$ cat src/rtl/exec_sequencer.sv
// exec_sequencer
// Multi-cycle execute sequencer for the Simple RISC Machine. It takes one
// register-to-register operation per start/ready handshake, reads Rn and Rm
// from the register file, runs Rm through a one-bit shifter, and runs the
// operands through the ALU. It then writes the result back to Rd and updates
// the Z/N/V status flags. Every operation takes the same five-state path:
// IDLE -> RD_A -> RD_B -> EXEC -> WB.
//
// Ports:
//   clk, reset_n           clock, synchronous active-low reset
//   start / ready          request handshake (accepted on start & ready)
//   op, shift, rn, rm, rd  operation, Rm shift, register numbers
//   imm                    MOVI immediate (sign-extended)
//   readnum / rf_data_out  register file read select / combinational data
//   writenum, write,       register file write select, enable, data
//   data_in
//   done                   one-cycle pulse in the WB state
//   Z, N, V                registered zero / negative / overflow flags
module exec_sequencer #(
  parameter int data_width = 16
) (
  input  logic                  clk,
  input  logic                  reset_n,
  input  logic                  start,
  output logic                  ready,
  input  logic [2:0]            op,
  input  logic [1:0]            shift,
  input  logic [2:0]            rn,
  input  logic [2:0]            rm,
  input  logic [2:0]            rd,
  input  logic [7:0]            imm,
  output logic [2:0]            readnum,
  input  logic [data_width-1:0] rf_data_out,
  output logic [2:0]            writenum,
  output logic                  write,
  output logic [data_width-1:0] data_in,
  output logic                  done,
  output logic                  Z,
  output logic                  N,
  output logic                  V
);

  localparam logic [2:0] OP_ADD  = 3'b000;
  localparam logic [2:0] OP_CMP  = 3'b001;
  localparam logic [2:0] OP_AND  = 3'b010;
  localparam logic [2:0] OP_MVN  = 3'b011;
  localparam logic [2:0] OP_MOVI = 3'b100;
  localparam logic [2:0] OP_MOV  = 3'b101;

  typedef enum logic [2:0] {
    IDLE = 3'd0,
    RD_A = 3'd1,
    RD_B = 3'd2,
    EXEC = 3'd3,
    WB   = 3'd4
  } state_t;

  state_t                state_q, state_d;
  logic                  ready_q, ready_d;
  logic [2:0]            op_q, op_d;
  logic [1:0]            shift_q, shift_d;
  logic [2:0]            rm_q, rm_d;
  logic [2:0]            rd_q, rd_d;
  logic [7:0]            imm_q, imm_d;
  logic [data_width-1:0] a_q, a_d;
  logic [data_width-1:0] b_q, b_d;
  logic [data_width-1:0] c_q, c_d;
  logic                  z_q, z_d;
  logic                  n_q, n_d;
  logic                  v_q, v_d;
  logic [2:0]            readnum_q, readnum_d;
  logic [2:0]            writenum_q, writenum_d;
  logic                  write_q, write_d;
  logic [data_width-1:0] data_in_q, data_in_d;
  logic                  done_q, done_d;

  // Shifted B operand and the candidate ALU results, all modulo 2^data_width.
  logic [data_width-1:0] bs;
  logic [data_width-1:0] sum;
  logic [data_width-1:0] diff;
  logic [data_width-1:0] imm_ext;

  always_comb begin
    bs = b_q;
    case (shift_q)
      2'b01:   bs = {b_q[data_width-2:0], 1'b0};
      2'b10:   bs = {1'b0, b_q[data_width-1:1]};
      2'b11:   bs = {b_q[data_width-1], b_q[data_width-1:1]};
      default: bs = b_q;
    endcase
    sum     = a_q + bs;
    diff    = a_q - bs;
    imm_ext = {{(data_width-8){imm_q[7]}}, imm_q};
  end

  // Next-state logic. The read select is loaded with Rn at the accept edge, so
  // it is already valid throughout RD_A, and with Rm at the end of RD_A. The
  // WB outputs (write, done, writenum, data_in) are computed during EXEC, so
  // they are registered and valid for exactly the WB cycle.
  always_comb begin
    state_d    = state_q;
    ready_d    = ready_q;
    op_d       = op_q;
    shift_d    = shift_q;
    rm_d       = rm_q;
    rd_d       = rd_q;
    imm_d      = imm_q;
    a_d        = a_q;
    b_d        = b_q;
    c_d        = c_q;
    z_d        = z_q;
    n_d        = n_q;
    v_d        = v_q;
    readnum_d  = readnum_q;
    writenum_d = writenum_q;
    write_d    = 1'b0;
    data_in_d  = data_in_q;
    done_d     = 1'b0;

    case (state_q)
      IDLE: begin
        if (start) begin
          op_d      = op;
          shift_d   = shift;
          rm_d      = rm;
          rd_d      = rd;
          imm_d     = imm;
          readnum_d = rn;
          ready_d   = 1'b0;
          state_d   = RD_A;
        end
      end
      RD_A: begin
        a_d       = rf_data_out;
        readnum_d = rm_q;
        state_d   = RD_B;
      end
      RD_B: begin
        b_d     = rf_data_out;
        state_d = EXEC;
      end
      EXEC: begin
        // Reserved codes keep C and the flags as they were.
        case (op_q)
          OP_ADD: begin
            c_d = sum;
            v_d = (a_q[data_width-1] == bs[data_width-1]) &&
                  (sum[data_width-1] != a_q[data_width-1]);
          end
          OP_CMP: begin
            c_d = diff;
            v_d = (a_q[data_width-1] != bs[data_width-1]) &&
                  (diff[data_width-1] != a_q[data_width-1]);
          end
          OP_AND: begin
            c_d = a_q & bs;
            v_d = 1'b0;
          end
          OP_MVN: begin
            c_d = ~bs;
            v_d = 1'b0;
          end
          OP_MOVI: begin
            c_d = imm_ext;
            v_d = 1'b0;
          end
          OP_MOV: begin
            c_d = bs;
            v_d = 1'b0;
          end
          default: begin
            c_d = c_q;
            v_d = v_q;
          end
        endcase
        if (op_q != 3'b110 && op_q != 3'b111) begin
          z_d = (c_d == '0);
          n_d = c_d[data_width-1];
        end
        writenum_d = rd_q;
        data_in_d  = c_d;
        write_d    = (op_q == OP_ADD) || (op_q == OP_AND) || (op_q == OP_MVN) ||
                     (op_q == OP_MOVI) || (op_q == OP_MOV);
        done_d     = 1'b1;
        state_d    = WB;
      end
      WB: begin
        ready_d = 1'b1;
        state_d = IDLE;
      end
      default: begin
        ready_d = 1'b1;
        state_d = IDLE;
      end
    endcase
  end

  // All state and registered outputs. A reset at any point drops back to IDLE
  // with write cleared, so an operation aborted mid-flight never commits.
  always_ff @(posedge clk) begin
    if (!reset_n) begin
      state_q    <= IDLE;
      ready_q    <= 1'b1;
      op_q       <= '0;
      shift_q    <= '0;
      rm_q       <= '0;
      rd_q       <= '0;
      imm_q      <= '0;
      a_q        <= '0;
      b_q        <= '0;
      c_q        <= '0;
      z_q        <= 1'b0;
      n_q        <= 1'b0;
      v_q        <= 1'b0;
      readnum_q  <= '0;
      writenum_q <= '0;
      write_q    <= 1'b0;
      data_in_q  <= '0;
      done_q     <= 1'b0;
    end else begin
      state_q    <= state_d;
      ready_q    <= ready_d;
      op_q       <= op_d;
      shift_q    <= shift_d;
      rm_q       <= rm_d;
      rd_q       <= rd_d;
      imm_q      <= imm_d;
      a_q        <= a_d;
      b_q        <= b_d;
      c_q        <= c_d;
      z_q        <= z_d;
      n_q        <= n_d;
      v_q        <= v_d;
      readnum_q  <= readnum_d;
      writenum_q <= writenum_d;
      write_q    <= write_d;
      data_in_q  <= data_in_d;
      done_q     <= done_d;
    end
  end

  assign ready    = ready_q;
  assign readnum  = readnum_q;
  assign writenum = writenum_q;
  assign write    = write_q;
  assign data_in  = data_in_q;
  assign done     = done_q;
  assign Z        = z_q;
  assign N        = n_q;
  assign V        = v_q;

endmodule

$ cat config.mk
export PLATFORM = sky130hd
export DESIGN_NAME = exec_sequencer
export DESIGN_NICKNAME = d
export VERILOG_FILES = /design/src/rtl/exec_sequencer.sv
export SDC_FILE = /design/constraint.sdc
export NUM_CORES = 1
export LEC_CHECK = 0
export CAP_MARGIN = 15
export CORE_ASPECT_RATIO = 1.2
export CORE_MARGIN = 1
export CORE_UTILIZATION = 35
export CTS_CLUSTER_DIAMETER = 60
export DETAILED_ROUTE_END_ITERATION = 6
export RECOVER_POWER = 100
export SLEW_MARGIN = 10
export SYNTH_ARGS = -nofsm -noshare
export SYNTH_HDL_FRONTEND = slang
export SYNTH_SLANG_ARGS = --single-unit
$ cat constraint.sdc
create_clock -name clk -period 4.6 [get_ports clk]
set_input_delay 1.38 -clock clk [delete_from_list [all_inputs] [get_ports clk]]
set_output_delay 1.38 -clock clk [all_outputs]
set_load 0.02 [all_outputs]
Word level (Yosys, flattened, before mapping)
Index checks and enable logic that the tools add are counted.
{"block": "totals", "regBits": 82, "input_bits": 41}
{"block": "op_classes", "n_addsub": 2, "eq_ne": 18, "mux": 11, "n_bitwise": 3, "reduce_logical": 20}
{"op": "$pmux 16 s6", "count": 1}
{"op": "$pmux 16 s3", "count": 1}
{"op": "$add 16x16->16", "count": 1}
{"op": "$and 16x16->16", "count": 1}
{"op": "$logic_not 16->1", "count": 1}
{"op": "$mux 16", "count": 1}
{"op": "$not 16->16", "count": 1}
{"op": "$sub 16x16->16", "count": 1}
{"op": "$eq 3x2->1 const B", "count": 4}
{"op": "$pmux 3 s4", "count": 1}
{"op": "$reduce_and 2->1", "count": 6}
{"op": "$eq 3x1->1 const B", "count": 2}
{"op": "$eq 3x3->1 const B", "count": 2}
{"op": "$logic_not 3->1", "count": 2}
{"op": "$mux 3", "count": 2}
{"op": "$ne 3x3->1 const B", "count": 2}
{"op": "$pmux 3 s2", "count": 1}
{"op": "$eq 2x2->1 const B", "count": 2}
{"op": "$logic_or 1x1->1", "count": 4}
{"op": "$reduce_or 4->1", "count": 1}
{"op": "$logic_and 1x1->1", "count": 3}
{"op": "$ne 1x1->1", "count": 3}
{"op": "$pmux 1 s3", "count": 1}
{"op": "$reduce_bool 3->1", "count": 1}
{"op": "other kinds (8)", "count": 9}

Logic depth before layout (Yosys ltp)
{"block": "depth", "ltp_word": 6, "mapped_depth": 16, "ltp_nobuf": 14}

Worst setup path before layout
Ideal clock, no wire load.
{"block": "synth_timing", "path_type": "reg2reg", "startpoint": "register shift_q[0]", "endpoint": "register data_in_q[15], in the netlist data_in[15]", "setup_time_ns": 0.116, "arrival_time_ns": 3.074, "required_time_ns": 4.484, "slack_ns": 1.410, "stages_incl_launch_ff": 16, "period_less_slack_ns": 3.190, "cell_sequence": "dfxtp_1 -> buf_6 -> mux2_2 -> mux2i_1 -> inv_1 -> ha_1 -> buf_4 -> nand3_2 -> o2111ai_2 -> a2111oi_4 -> o31ai_2 -> a2111oi_4 -> nand2_1 -> and3_1 -> o21ai_2 -> nor2_1"}
{"block": "synth_between", "elab_chain_len": 5, "elab_cells_between_ends": 10, "cone_classes": "add/sub: 2; eq/ne: 3; mux: 3; bitwise: 2"}
{"item": "from (decl)", "line": "61", "text": "logic [1:0] shift_q, shift_d;"}
{"item": "from (signal assigned)", "line": "224", "text": "shift_q <= shift_d;"}
{"item": "$eq 2x2->1 or $eq 2x1->1 (tied branches)", "line": "85", "text": "case (shift_q)"}
{"item": "$pmux 16 s3 *", "line": "85"}
{"item": "$sub 16x16->16, or another cell as far along", "line": "92", "text": "diff = a_q - bs;"}
{"item": "$pmux 16 s6 *", "line": "144", "text": "case (op_q)"}
{"item": "$mux 16 *", "line": "120", "text": "case (state_q)"}
{"item": "to (signal assigned)", "line": "237", "text": "data_in_q <= data_in_d;"}
{"item": "to (decl)", "line": "74", "text": "logic [data_width-1:0] data_in_q, data_in_d;"}
Mark *: on every way between the ends. The rest lies on a longest branch, timed or not. The select of a mux whose other input is x is not followed.
A chain may end at the register's enable or synchronous reset.

Final worst setup path
Ends and elaborated chain as after synthesis.

==> impl_metrics.csv <==
group,metric,value,unit
detailed_routing,viasPerCell,5.605,
sta,grt_setup_unrepaired,"no",
power,powerDensity,337.5,nW/um^2
clock_tree,path_clk_slew,0.07,ns
clock_tree,cts_buffers,9,
sta,finalHoldViolCount,0,
cells_and_area,layout_commonest_cell,"nand2_1",
clock_tree,htree_num_levels,3,
synth,async_flop_share,0,%
sta,max_freq,249.2,MHz
floorplan,die_area,17030,um^2
power,ir_drop,0.0002004,V
synth,synth.cell_area,5777,um^2
detailed_routing,routed_wirelength,18050,um
critical_path,timing.rr.start,"shift_q[0]",
sta,setup_viol,0,
place,io_buffers,68,
hold_path,min_to,"writenum[0]",
hold_path,min_path_type,"flip-flop to flip-flop",
detailed_routing,drt_iter0_drc,385,
synth,synthDistinctLibCells,84,
critical_path,ff2ff_setup_slack,0.59,ns
grt,grt_overflow_total,0,
cells_and_area,layout-area-overhead-vs-synth,19.15,%
grt,grt_pass1_vias,5469,
grt,grt_pass1_wl,28880,um
hold_path,whs_path_depth,2,
floorplan,start_util,35.64,%
critical_path,cp.required,4.84,ns
synth,syn_nets,846,
critical_path,crit_path_start_kind,"flip-flop",
floorplan,die_w,119.3,um
flow_run,cap_violations,0,
place,gp_congestion,1.007,
cells_and_area,drive_gt1_share,6.782,%
power,p_total,2.323,mW
sta,slew_headroom,27.55,%
cells_and_area,num_antenna_cells,0,
clock_tree,tritoncts,"yes",
critical_path,cp_slowest_stage_delay,0.63,ns
sta,tns,0,ns
synth,synth_edf_count,0,
outcome,status,"finished, final reports clean",
critical_path,cp-end-kind,"flip-flop",
floorplan,core_area,16210,um^2
floorplan,io_pins,69,
critical_path,arrival,4.26,ns
cells_and_area,ff_latch_area,1642,um^2
critical_path,cp_max_fo,13,
sta,fin_skew,0.01340,ns
detailed_routing,routedWlPerCell,17.65,um
synth,ys_seq_elements,82,
cells_and_area,finalCoreUtilization,42.47,%
place,post-dp-hpwl,13680,um
critical_path,crit_slowest_cell,"o31ai_1",
floorplan,die_h,142.7,um
clock_tree,ctsResizeCount,0,
detailed_routing,ant_nets,0,
critical_path,crit_top_cell,"a2111oi_4",
grt,track_usage,21.62,%
sta,period_needed,4.012,ns
synth,syn-instance-count,766,
grt,antenna_found_initial,0,
sta,slew_viol_final,0,
clock_tree,cts_root_buf,"clkbuf_16",
synth,yosys_warnings,0,
grt,grt_max_degree,49,
cells_and_area,layout_common_cells,"nand2_1, a21oi_1, dfxtp_1, nor2_1, clkdlybuf4s50_1",
hold_path,hold_start,"writenum[0]",
detailed_routing,drc,0,
critical_path,crit_type,"flip-flop to flip-flop",
critical_path,rr_worst_depth,13,
synth,seq_area_frac_synth,28.42,%
critical_path,path_cells,"buf_4 -> mux2i_1 -> o21ai_0 -> ha_1 -> nand3_1 -> o2111ai_1 -> a2111oi_4 -> o31ai_1 -> a2111oi_4 -> a211o_2 -> and3_1 -> o21ai_2 -> nor2_1",
sta,fin_crit_sh,87.22,%
cells_and_area,nets,886,
clock_tree,cts_buffer_depth,2,
clock_tree,cts_setup_buffers,0,
cells_and_area,fillers,1714,
cells_and_area,multi_input_area,3777,um^2
detailed_routing,drt-pass1-iter-count,5,
clock_tree,clkSinkCount,82,
sta,worst_slew_pin_slew,1.082,ns
detailed_routing,num_vias,5734,
floorplan,rows,51,
clock_tree,insertion_delay,0.35,ns
power,p_leak,2.811,nW
critical_path,worstReg2RegEnd,"data_in[15]",
synth,post_synth.cell_area_avg,7.542,um^2
sta,hold_slack,0.4501,ns
clock_tree,cts_hold_buf,0,
synth,synth-main-ff-cell,"dfxtp_1",
-- kinds of logic after synthesis --
group	count (synthesis)	synth area share [%]
AO/OA/AOI/OAI	231	26.79
XOR/XNOR	7	1.061
adder cells (fa/ha/maj)	39	8.707
buffers and inverters	81	6.000
flip-flops	82	28.42
multiplexers	32	6.021
AND/OR/NAND/NOR	294	23.00
-- worst max-delay path by stage --
stage	start	end	slack (ns)	depth (start not counted)
finish	shift_q[0]	data_in[15]	0.59	13
global route	shift_q[0]	Z	0.27	13
CTS	shift_q[0]	data_in[15]	0.82	13
detailed placement	shift_q[0]	data_in[15]	0.84	13
global placement	shift_q[0]	data_in[15]	0.99	15
floorplan	shift_q[0]	data_in[15]	1.41	15
-- cell usage after synthesis, types with 8 or more instances --
library cell,n,area share (%)
nand2b_1,10,1.1
a211oi_1,9,1.2
buf_2,10,0.87
dfxtp_1,82,28
inv_1,32,2.1
nand2_1,150,9.7
mux2i_1,22,3.8
o211ai_1,8,1.0
ha_1,37,8.0
clkbuf_1,32,2.1
a21o_1,9,1.2
a21oi_1,100,8.7
nor3_1,14,1.2
nor2_1,61,4.0
o21ai_0,26,2.3
-- metrics by stage --
stage | instance area, um^2 | cells | setup WS [ns]
3_3_place_gp | 6573 | 1007 | 0.9899
6_report | 6883 | 1023 | 0.5877
4_1_cts | 6905 | 1023 | 0.8247
5_1_grt | 6883 | 1023 | 0.2727
3_5_place_dp | 6573 | 1007 | 0.8431
2_1_floorplan | 5777 | 766 | 1.410
-- critical path: cells and delay by family, from the launching register on --
kind                     cells  cell delay [ns]
AO/OA/AOI/OAI                7             2.05
adder cells (fa/ha/maj)      1             0.55
flip-flops                   1             0.46
AND/OR/NAND/NOR              3             0.37
buffers and inverters        1             0.28
multiplexers                 1             0.19
-- layer usage --
layer / track usage [%] / vias to the layer above / wire length [um]
met3: 3.075 / 39 / 673
met1: 25.76 / 2731 / 7633
met2: 38.13 / 156 / 9129
met4: 10.19 / 0 / 617
li1: - / 2808 / -
met5: 0 / - / 0
-- power by group --
group	internal, mW	switching [mW]	leakage [nW]	total [mW]
Combinational	0.275	0.432	1.98	0.707
Clock	0.496	0.312	0.160	0.809
Sequential	0.756	0.0509	0.668	0.807
-- sequential cells by signal, indices dropped and copies added, names as in the netlist --
| signal | flops |
|---|---|
| V | 1 |
| imm_q | 8 |
| write | 1 |
| b_q | 16 |
| a_q | 16 |
| writenum | 3 |
| readnum | 3 |
| ready | 1 |
| shift_q | 2 |
| done | 1 |
| op_q | 3 |
| N | 1 |
| rm_q | 3 |
| Z | 1 |
| rd_q | 3 |
| data_in | 16 |
| state_q | 3 |
-- layout make-up --
class,count,share of cell area [%]
clock inverters,6,1.363
repair buffers,77,10.78
multi-input cells,603,54.88
well taps,212,3.854
flip-flops and latches,82,23.85
inverters,33,1.800
clock buffers,10,3.472
(Power assumes the default switching activity.)
